`src/rtl/tc_irq_pkg.sv`:
```
// Shared types and helpers for the timer/counter interrupt controller.
// Contents: FSM state type, per-timer source offsets, source index helper.
package tc_irq_pkg;

  typedef enum logic [1:0] {
    IDLE    = 2'd0,
    REQ     = 2'd1,
    SERVICE = 2'd2
  } tc_irq_state_e;

  // Source offset inside one timer's group of three flags.
  localparam int unsigned SRC_TOV  = 0;
  localparam int unsigned SRC_OCFA = 1;
  localparam int unsigned SRC_OCFB = 2;

  // Flat source index of event k of timer t.
  function automatic int unsigned src_idx(input int unsigned t, input int unsigned k);
    return 3 * t + k;
  endfunction

endpackage

```
`src/rtl/tc_irq_prio_enc.sv`:
```
// Lowest-index-first priority encoder.
// Ports:
//   req_i   - request vector, bit 0 has the highest priority
//   valid_o - at least one request bit set
//   idx_o   - index of the lowest set bit (0 when none set)
module tc_irq_prio_enc #(
  parameter int unsigned Width = 6,
  localparam int unsigned IdxW = (Width > 1) ? $clog2(Width) : 1
) (
  input  logic [Width-1:0] req_i,
  output logic             valid_o,
  output logic [IdxW-1:0]  idx_o
);

  // Scan from the top so the lowest set index is the last one written.
  always_comb begin
    valid_o = 1'b0;
    idx_o   = '0;
    for (int i = int'(Width) - 1; i >= 0; i--) begin
      if (req_i[i]) begin
        valid_o = 1'b1;
        idx_o   = IdxW'(i);
      end
    end
  end

endmodule

```
`src/rtl/tc_irq_ctrl.sv`:
```
// Interrupt flag register and fixed-priority request FSM for the timer block.
// Ports:
//   clk, rst_n                 - clock, async active-low reset
//   flag_set                   - 1-cycle event pulses, index 3*t+k (TOV, OCFA, OCFB)
//   timsk, sreg_ie             - per-source and global enables
//   flag_clr_we, flag_clr_data - software write-one-to-clear of the flags
//   flags                      - registered flag view
//   irq_req, irq_vec           - request and vector to the core
//   irq_ack, irq_done          - core accept / return-from-interrupt
//   busy                       - request outstanding or being serviced
module tc_irq_ctrl
  import tc_irq_pkg::*;
#(
  parameter int unsigned NUM_TIMERS = 2,
  parameter logic [7:0]  VEC_BASE   = 8'h0E,
  localparam int unsigned N         = 3 * NUM_TIMERS,
  localparam int unsigned IdxW      = (N > 1) ? $clog2(N) : 1
) (
  input  logic         clk,
  input  logic         rst_n,
  input  logic [N-1:0] flag_set,
  input  logic [N-1:0] timsk,
  input  logic         sreg_ie,
  input  logic         flag_clr_we,
  input  logic [N-1:0] flag_clr_data,
  output logic [N-1:0] flags,
  output logic         irq_req,
  output logic [7:0]   irq_vec,
  input  logic         irq_ack,
  input  logic         irq_done,
  output logic         busy
);

  tc_irq_state_e   state_q, state_d;
  logic [N-1:0]    flags_q, flags_d;
  logic            irq_req_q, irq_req_d;
  logic [7:0]      irq_vec_q, irq_vec_d;
  logic [IdxW-1:0] idx_q, idx_d;

  logic [N-1:0]    pend, swclr, ackclr;
  logic            win_valid;
  logic [IdxW-1:0] win_idx;

  assign pend = flags_q & timsk;

  tc_irq_prio_enc #(
    .Width(N)
  ) u_prio_enc (
    .req_i  (pend),
    .valid_o(win_valid),
    .idx_o  (win_idx)
  );

  // Flag register: a hardware set in the same cycle as any clear wins.
  always_comb begin
    swclr  = flag_clr_we ? flag_clr_data : '0;
    ackclr = '0;
    if (state_q == REQ && irq_ack) begin
      ackclr[idx_q] = 1'b1;
    end
    flags_d = flag_set | (flags_q & ~swclr & ~ackclr);
  end

  always_comb begin
    state_d   = state_q;
    irq_req_d = irq_req_q;
    irq_vec_d = irq_vec_q;
    idx_d     = idx_q;
    case (state_q)
      IDLE: begin
        if (sreg_ie && win_valid) begin
          state_d   = REQ;
          idx_d     = win_idx;
          irq_vec_d = VEC_BASE + 8'(win_idx);
          irq_req_d = 1'b1;
        end
      end
      REQ: begin
        // The latched source is not re-arbitrated; ack beats withdrawal.
        if (irq_ack) begin
          state_d   = SERVICE;
          irq_req_d = 1'b0;
        end else if (!pend[idx_q] || !sreg_ie) begin
          state_d   = IDLE;
          irq_req_d = 1'b0;
          irq_vec_d = '0;
        end
      end
      SERVICE: begin
        if (irq_done) begin
          state_d = IDLE;
        end
      end
      default: begin
        state_d   = IDLE;
        irq_req_d = 1'b0;
        irq_vec_d = '0;
      end
    endcase
  end

  always_ff @(posedge clk or negedge rst_n) begin
    if (!rst_n) begin
      state_q   <= IDLE;
      flags_q   <= '0;
      irq_req_q <= 1'b0;
      irq_vec_q <= '0;
      idx_q     <= '0;
    end else begin
      state_q   <= state_d;
      flags_q   <= flags_d;
      irq_req_q <= irq_req_d;
      irq_vec_q <= irq_vec_d;
      idx_q     <= idx_d;
    end
  end

  assign flags   = flags_q;
  assign irq_req = irq_req_q;
  assign irq_vec = irq_vec_q;
  assign busy    = (state_q != IDLE);

endmodule

```
`config.mk`:
```
export PLATFORM = sky130hd
export DESIGN_NAME = tc_irq_ctrl
export DESIGN_NICKNAME = d
export VERILOG_FILES = /design/src/rtl/tc_irq_pkg.sv /design/src/rtl/tc_irq_prio_enc.sv /design/src/rtl/tc_irq_ctrl.sv
export SDC_FILE = /design/constraint.sdc
export NUM_CORES = 1
export LEC_CHECK = 0
export BUFFER_PORTS_ARGS = -buffer_cell sky130_fd_sc_hd__buf_2
export CAP_MARGIN = 20
export CORE_MARGIN = 5
export CORE_UTILIZATION = 49
export CTS_BUF_LIST = sky130_fd_sc_hd__clkbuf_8
export DETAILED_ROUTE_END_ITERATION = 8
export PLACE_DENSITY = 0.86
export SLEW_MARGIN = 20
export SYNTH_ARGS = -nofsm -noshare
export SYNTH_HDL_FRONTEND = slang
export SYNTH_SLANG_ARGS = --single-unit
export TNS_END_PERCENT = 100
```
`constraint.sdc`:
```
create_clock -name clk -period 2 [get_ports clk]
set_input_delay 0.1 -clock clk [delete_from_list [all_inputs] [get_ports clk]]
set_output_delay 0.1 -clock clk [all_outputs]
set_load 0.005 [all_outputs]
```
== Word level (Yosys, flattened, before mapping) ==
Cells that the tools add are included.

* Add/sub/neg operators: 1
* $lt $le $gt $ge: 2
* Equality and inequality tests: 7
* Multiplexer cells: 31
* Bitwise gates (word level): 7
* Reductions and logical operators: 12

{| class="wikitable"
|+ Operators with widths
! kind !! number
|-
| $mux 8 || 3
|-
| $pmux 8 s3 || 1
|-
| $and 6x6->6 || 3
|-
| $mux 3 || 6
|-
| $mux 6 || 2
|-
| $not 6->6 || 2
|-
| $mux 1 || 11
|-
| $mux 2 || 4
|-
| $ne 2x2->1 const B || 3
|-
| $or 6x6->6 || 1
|-
| $pmux 2 s3 || 1
|-
| $reduce_and 3->1 || 2
|-
| $add 4x3->5 const A || 1
|-
| $lt 3x4->1 const B || 1
|-
| $reduce_and 4->1 || 1
|-
| $bmux 1 s3 || 1
|-
| $demux 1 s3 || 1
|-
| $ge 3x1->1 const B || 1
|-
| $logic_and 1x1->1 || 3
|-
| $ne 3x2->1 const B || 1
|-
| $pmux 1 s3 || 1
|-
| $eq 2x1->1 const B || 1
|-
| $eq 2x2->1 const B || 1
|-
| $logic_not 1->1 || 2
|-
| 6 further kinds || 6
|}

* Bits in registers: 20
* Bits of input ports: 24
* Output and inout bits: 16
* Word-level logic and storage cells: 65

== Longest topological paths before layout ==
Gate-level depths: netlist of the first run.

* Depth in word-level cells: 10
* Depth in mapped cells: 6
* Gate-level depth less buffers: 6

== Hierarchy ==
From an unflattened synthesis of the first run, not the netlist that was laid out.

* Cell total of the unflattened synthesis: 103
* Area, all modules: 984.7 µm²

{| class="wikitable"
|+ Modules (own cells, without submodules)
! module !! instances !! cells an instance !! area an instance (µm²) !! seq. area each (µm²)
|-
| tc_irq_ctrl || 1 || 93 || 927.1 || 425.4
|-
| tc_irq_prio_enc || 1 || 10 || 57.6 || 0.0
|}

== Worst setup path before layout of the first run ==
OpenSTA, ideal clock, no wires.

* Path kind: reg-to-reg
* From: register idx_q[1]
* To: register irq_vec_q[2], in the netlist irq_vec[2]
* Setup time: 0.125 ns
* Data arrival time: 1.456 ns
* Data required time: 1.875 ns
* Path slack: 0.419 ns
* Cell stages (with the launch flop): 7
* Buffers on the path: 1
* Clock period less this slack: 1.581 ns
* Path through: dfrtp_1 -> buf_6 -> nor2b_1 -> a222oi_1 -> o211ai_1 -> nand2_2 -> mux2_2

* Word-level cells in the longest chain between the ends: 6

{| class="wikitable"
|+ Ends and longest elaborated chain
! what !! RTL line !! RTL
|-
| start, declared || tc_irq_ctrl.sv:38 || <nowiki>logic [IdxW-1:0] idx_q, idx_d;</nowiki>
|-
| start signal, assigned || tc_irq_ctrl.sv:114 || <nowiki>idx_q <= idx_d;</nowiki>
|-
| $bmux 1 s3 || tc_irq_ctrl.sv:83 || <nowiki>end else if (!pend[idx_q] || !sreg_ie) begin</nowiki>
|-
| $mux 1 (not written as such) || tc_irq_ctrl.sv:83 ||
|-
| $logic_not 1->1 || tc_irq_ctrl.sv:83 ||
|-
| $logic_or 1x1->1 || tc_irq_ctrl.sv:83 ||
|-
| $ne 2x1->1 (no source line) || -- ||
|-
| $reduce_and 4->1 (no source line) || -- ||
|-
| end signal, assigned || tc_irq_ctrl.sv:113 || <nowiki>irq_vec_q <= irq_vec_d;</nowiki>
|-
| end, declared || tc_irq_ctrl.sv:37 || <nowiki>logic [7:0] irq_vec_q, irq_vec_d;</nowiki>
|}

Every way passes these cells. The select of a mux whose other input is x is not followed.
A chain may end at the register's enable or synchronous reset.

== Final worst setup path of the first run ==
* From: register idx_q[0]
* To: register irq_vec_q[2], in the netlist irq_vec[2]

The elaborated chain is that of the path after synthesis.

==> results_dict.tcl, run 1 <==
set metrics [dict create \
    status "complete, no violations" \
    netSwitchingFraction_pct 37.7 \
    avgViaCountPerCell 5.70 \
    rr_worst_depth 5 \
    hpwl_mm 1.89 \
    synth_edf_count 0 \
    fin_tns_setup_ns 0 \
    intPower_uw 834 \
    yosysWarnings 0 \
    max_freq_mhz 546 \
    final_layout_size_suffix_gt1_share_pct 37.4 \
    ant_nets 0 \
    synth_common_cells "nand2_1, dfrtp_1, nor2_1" \
    syn_area_um2 971 \
    cp.required_ns 2.14 \
    cts_max_level 1 \
    post_cts_buffers 0 \
    grt-ovfl-total 0 \
    yosys_most_used_dff "dfrtp_1" \
    grt_max_degree 18 \
    grt_usage_pct 19.9 \
    worstReg2RegEnd "irq_vec[2]$_DFFE_PN0P_" \
    setup_viol_count_final 0 \
    syn_inst 101 \
    cp-start-kind "register" \
    synth_seq_cells 17 \
    path_max_fanout 12 \
    cp_data_arrival_time_ns 1.98 \
    place.gp.congestion 0.878 \
    core_area_um2 1920 \
    min_period_ns 1.83 \
    clockRootBuffer "clkbuf_8" \
    ioPinCount 40 \
    final_nets 165 \
    min_from "flag_set[5]" \
    pwr-share-seq_pct 43.5 \
    fp.dieH_um 54.5 \
    grt_pass1_vias 922 \
    ir_drop_mv 0.710 \
    hold_end "flags[5]$_DFF_PN0_" \
    crit_chain "nor2_1 -> a222oi_1 -> o211ai_1 -> nand2_2 -> mux2_2" \
    rows 16 \
    p_leak_uw 0.000574 \
    cts_buffers 3 \
    r2r_slack_ns 0.17 \
    post_synth.cell_area_avg_um2 9.61 \
    max_stage_delay_ns 0.57 \
    num_vias 946 \
    synth.distinct_cells 36 \
    synth_top_area_share_pct 43.8 \
    first_pass_iters 4 \
    n_antenna_cell 0 \
    antenna_found_initial 0 \
    power_frac_comb_pct 37.5 \
    yosysTopAreaCell "dfrtp_1" \
    yosysMostFrequentCell "nand2_1" \
    cts_resized 0 \
    final_cells 166 \
    min_path_cells 2 \
    ys_async_sr_fraction_pct 100 \
    crit_path_end_kind "register" \
    initial_core_util_pct 50.5 \
    fin_skew_ns 0.00129 \
    grt_first_pass_wirelength_mm 4.05 \
    die_w_um 54.5 \
    wl_per_cell_um 14.9 \
    dieArea_um2 2970 \
    port_buffers 36 \
    clock_sinks 17 \
    pwr-share-clk_pct 19.0 \
    area_growth_pct 24.2 \
    rsz0062_at_grt "false" \
    hold_viol_final 0 \
    maxCapViolCount 0 \
    synth-seq-area-share_pct 43.8 \
    cts_tree "done" \
    powerDensity_nw_per_um2 1110 \
    switching_power_uw 504 \
    path_clk_slew_ns 0.06 \
    drt_iter0_markers 37 \
    critical_path_class "reg -> reg" \
    period_share_pct 91.6 \
    reg2reg_from "idx_q[0]$_DFFE_PN0P_" \
    clockBufferDepth 2 \
    slew_viol_final 0 \
    synthTopCellsByArea "dfrtp_1, nand2_1, a31o_2" \
    insertion_delay_ns 0.26 \
    hold_class "in -> reg" \
    slowest_stage "dfrtp_1" \
    placed_cells 161 \
    wl_mm 2.48 \
    drc 0 \
    cts_hold_buffers 1 \
]
## flip-flops by register name, summed over array words and instances (netlist names)
signal	flops
state_q	2
idx_q	3
irq_req	1
irq_vec	5
flags	6
## critical path: cells and delay by family (launching register included)
kind	cells	cell delay [ns]
multiplexers	1	0.34
AO/OA/AOI/OAI	2	0.54
AND/OR/NAND/NOR	2	0.27
flip-flops	1	0.57
## final cells by class
cell class | count | area (um2)
sequential | 17 | 425
fill | 167 | 716
inverter | 4 | 15.0
tap | 27 | 33.8
clock buffer | 3 | 41.3
multi-input combinational | 77 | 497
clock inverter | 1 | 3.75
timing repair buffer | 37 | 190
## worst max-delay path by stage
stage	start	end	cells after the start
finish	idx_q[0]$_DFFE_PN0P_	irq_vec[2]$_DFFE_PN0P_	5
global route	idx_q[0]$_DFFE_PN0P_	irq_vec[2]$_DFFE_PN0P_	5
CTS	idx_q[0]$_DFFE_PN0P_	irq_vec[2]$_DFFE_PN0P_	5
detailed placement	idx_q[0]$_DFFE_PN0P_	irq_vec[2]$_DFFE_PN0P_	5
global placement	idx_q[0]$_DFFE_PN0P_	irq_vec[2]$_DFFE_PN0P_	5
floorplan	idx_q[1]$_DFFE_PN0P_	irq_vec[2]$_DFFE_PN0P_	6
## per-layer routing
| metal | vias to the layer above | wire length, um | global-route usage (%) |
|---|---|---|---|
| li1 | 444 | - | - |
| met1 | 450 | 944 | 22.4 |
| met2 | 39 | 1260 | 32.3 |
| met3 | 13 | 154 | 4.90 |
| met4 | 0 | 123 | 14.5 |
| met5 | - | 0 | 0 |
## cell families after synthesis
group / share of synthesized area, %
muxes: 2.32
adders and majority gates: 1.29
and+or+nand+nor: 23.1
buffers and inverters: 5.80
DFF: 43.8
AOI/OAI and AO/OA: 23.3
other: 0.386
## metrics by stage
step	instance area [um2]	worst slack (ns)	utilization (%)	power [uW]	hold slack [ns]
4_1_cts	1210	0.205	62.8	1340	0.0224
6_report	1210	0.167	62.8	1340	0.0266
3_5_place_dp	1150	0.236	59.9	1080	0.0434
3_3_place_gp	1150	0.342	59.9	1050	0.0356
5_1_grt	1210	0.0841	62.8	1450	0.0307
2_1_floorplan	978	0.419	-	923	-0.196
## power groups by stage
| stage | Sequential [uW] | Combinational (uW) | Clock (uW) |
|---|---|---|---|
| after floorplan | 533 | 390 | 0 |
| after global placement | 570 | 476 | 0 |
| after detailed placement | 579 | 497 | 0 |
| after CTS | 576 | 503 | 262 |
| after global routing | 600 | 566 | 282 |
| final | 582 | 501 | 254 |
## cells in the final DEF (no fill, tap or decap), drive strengths merged, types with 5 or more instances in the layout
master	count
a31o	6
dfrtp	17
buf	36
nand2	19
inv	5
nor2	7
nand3	6
Note: power is estimated with default switching activity, not from simulation.
==> run 2: changes to the inputs <==
--- a/config.mk
+++ b/config.mk
@@ -5,15 +5,17 @@
 export SDC_FILE = /design/constraint.sdc
 export NUM_CORES = 1
 export LEC_CHECK = 0
-export BUFFER_PORTS_ARGS = -buffer_cell sky130_fd_sc_hd__buf_2
 export CAP_MARGIN = 20
 export CORE_MARGIN = 5
-export CORE_UTILIZATION = 49
+export CORE_UTILIZATION = 61
 export CTS_BUF_LIST = sky130_fd_sc_hd__clkbuf_8
 export DETAILED_ROUTE_END_ITERATION = 8
-export PLACE_DENSITY = 0.86
+export DONT_BUFFER_PORTS = 1
+export MAX_ROUTING_LAYER = met4
+export PLACE_DENSITY = 0.82
 export SLEW_MARGIN = 20
 export SYNTH_ARGS = -nofsm -noshare
 export SYNTH_HDL_FRONTEND = slang
+export SYNTH_HIERARCHICAL = 1
 export SYNTH_SLANG_ARGS = --single-unit
 export TNS_END_PERCENT = 100
==> run 2 against run 1 <==
  * Sequential share of layout area is 1.6 points higher
  * Setup slack got worse by 0.064 ns
  * Largest cell class unchanged
  * Count of clock-buffer cells in the layout is the same
  * Flip-flop and latch count unchanged
  * Synthesized cell count grew 2.0%
  * Hold slack worse by 0.0020 ns
  * Critical endpoint unchanged
==> results_dict.tcl, run 2 <==
set metrics [dict create \
    status "complete, no violations" \
    grt-ovfl-total 0 \
    setup_ws_ns 0.103 \
    register_area_um2 425 \
    first_pass_iters 4 \
    pwr-share-clk_pct 19.3 \
    largest_reg_flops 6 \
    final_nets 141 \
    placed_cell_area_um2 977 \
    tightest_slew_ns 0.747 \
    most-common-layout-cells "dfrtp_1, nand2_1, dlygate4sd3_1, nor2_1, a21o_1" \
    drc 0 \
    path_max_fanout 4 \
    clock_sinks 17 \
    yosys_most_used_dff "dfrtp_1" \
    yosysMostFrequentCell "dfrtp_1" \
    num_vias 823 \
    initial_core_util_pct 64.6 \
    grt_usage_pct 19.4 \
    avgViaCountPerCell 6.28 \
    slew_viol_final 0 \
    ant_nets 0 \
    maxCapViolCount 0 \
    dieArea_um2 2520 \
    cts_max_level 1 \
    syn_area_um2 985 \
    yosysWarnings 6 \
    post_synth.cell_area_avg_um2 9.56 \
    cts_buffers 3 \
    ys_async_sr_fraction_pct 100 \
    rr_worst_depth 8 \
    pwr-share-seq_pct 44.9 \
    hpwl_mm 1.68 \
    ioPinCount 40 \
    die_w_um 50.2 \
    grt_first_pass_wirelength_mm 3.69 \
    hold_viol_final 0 \
    synth_seq_cells 17 \
    fin_skew_ns 0.00219 \
    multiInputGateArea_um2 537 \
    syn_inst 103 \
    synth_common_cells "dfrtp_1, nand2_1, nor2_1" \
    synth.distinct_cells 36 \
    wl_per_cell_um 16.8 \
    path_clk_slew_ns 0.07 \
    clockBufferDepth 2 \
    drt_iter0_markers 25 \
    ir_drop_mv 0.790 \
    power_frac_comb_pct 35.9 \
    rsz0062_at_grt "false" \
    clockRootBuffer "clkbuf_8" \
    powerDensity_nw_per_um2 1170 \
    grt_pass1_vias 786 \
    cp.required_ns 2.20 \
    critical_path_class "reg -> reg" \
    period_share_pct 94.9 \
    core_area_um2 1520 \
    fin_tns_setup_ns 0 \
    antenna_found_initial 0 \
    yosysTopAreaCell "dfrtp_1" \
    cp-start-kind "register" \
    final_common_cell "dfrtp_1" \
    synth_top_area_share_pct 43.2 \
    final_layout_size_suffix_gt1_share_pct 20.9 \
    max_freq_mhz 527 \
    fill_cells 105 \
    slowest_stage "dfrtp_1" \
    insertion_delay_ns 0.25 \
    cts_tree "done" \
    hold_class "in -> reg" \
    intPower_uw 847 \
    fp.dieH_um 50.2 \
    wl_mm 2.21 \
    place.gp.congestion 0.945 \
    relSlewSlack_pct 50.1 \
    port_buffers 0 \
    crit_path_end_kind "register" \
    p_leak_uw 0.000521 \
    min_period_ns 1.90 \
    synthTopCellsByArea "dfrtp_1, nand2_1, a21o_1" \
    n_antenna_cell 0 \
    rows 14 \
    final_area_um2 1150 \
    cp_data_arrival_time_ns 2.10 \
    place_ws_ns 0.111 \
    synth-seq-area-share_pct 43.2 \
    synth_edf_count 0 \
    setup_viol_count_final 0 \
    area_growth_pct 17.0 \
    min_path_cells 2 \
    switching_power_uw 501 \
    netSwitchingFraction_pct 37.2 \
    crit_chain "and2_4 -> buf_4 -> nor2_1 -> nor3_1 -> inv_1 -> ha_1 -> nor4_1 -> a21o_1" \
    max_stage_delay_ns 0.40 \
    grt_max_degree 18 \
]
run 2: final cells by class:
cell class	instances	area share, %
clock buffers	3	3.58
clock inverters	1	0.434
inverters	5	1.63
multi-input cells	78	46.6
flip-flops and latches	17	36.9
well taps	16	1.74
repair buffers	11	9.12
run 2: worst max-delay path: cells and delay by family, from the launching register on:
family | cells | cell delay, ns
DFF | 1 | 0.40
adders and majority gates | 1 | 0.31
AOI/OAI and AO/OA | 1 | 0.11
and+or+nand+nor | 4 | 0.81
buffers and inverters | 2 | 0.22
run 2: path summary, 6_finish.rpt:
kind / start / endpoint / slack (ns)
worst max-delay path: flags[2]$_DFF_PN0_ / irq_vec[2]$_DFFE_PN0P_ / 0.10
worst min-delay path: irq_ack / state_q[0]$_DFFE_PN0P_ / 0.02
worst max register to register: flags[2]$_DFF_PN0_ / irq_vec[2]$_DFFE_PN0P_ / 0.10
worst min register to register: irq_vec[3]$_DFFE_PN0P_ / irq_vec[3]$_DFFE_PN0P_ / 0.51
max in group asynchronous: rst_n / flags[5]$_DFF_PN0_ / 1.18
min in group asynchronous: rst_n / irq_req$_DFFE_PN0P_ / 0.35
run 2: per-stage QoR:
step	util, %	hold WS, ns	power [uW]	instances
after global placement	64.1	-0.195	1010	116
after CTS	73.1	0.0248	1320	129
after floorplan	-	-0.196	950	105
after detailed placement	64.1	-0.195	1030	116
after global routing	75.6	0.0282	1450	131
final	75.6	0.0246	1350	131
run 2: cells by family (layout without fill, tap and decap cells):
| group | after synthesis | in the layout | synth area share, % |
|---|---|---|---|
| buffers and inverters | 10 | 20 | 5.46 |
| adders and majority gates | 1 | 1 | 1.27 |
| and+or+nand+nor | 49 | 49 | 28.1 |
| other | 1 | 3 | 0.381 |
| DFF | 17 | 17 | 43.2 |
| AOI/OAI and AO/OA | 25 | 25 | 21.6 |
run 2: what timing repair did:
action / CTS / global route
setup endpoints to repair: 0 / 7
hold buffers: 9 / 0
buffers inserted: 0 / 2
gates resized for setup: 0 / 6
endpoints found under the hold margin: 24 / 0
run 2: power groups by stage:
stage | sequential (uW) | combinational (uW) | clock, uW
after floorplan | 545 | 405 | 0
after global placement | 606 | 404 | 0
after detailed placement | 608 | 420 | 0
after CTS | 602 | 453 | 264
after global routing | 624 | 537 | 285
final | 605 | 484 | 260
run 2: layer usage:
layer / share of wire [%] / vias up / GRT usage [%]
met5: 0 / - / -
met4: 2.0 / 0 / 5.24
met3: 9.7 / 8 / 5.33
met2: 48 / 44 / 29.3
met1: 40 / 387 / 25.6
li1: - / 384 / -
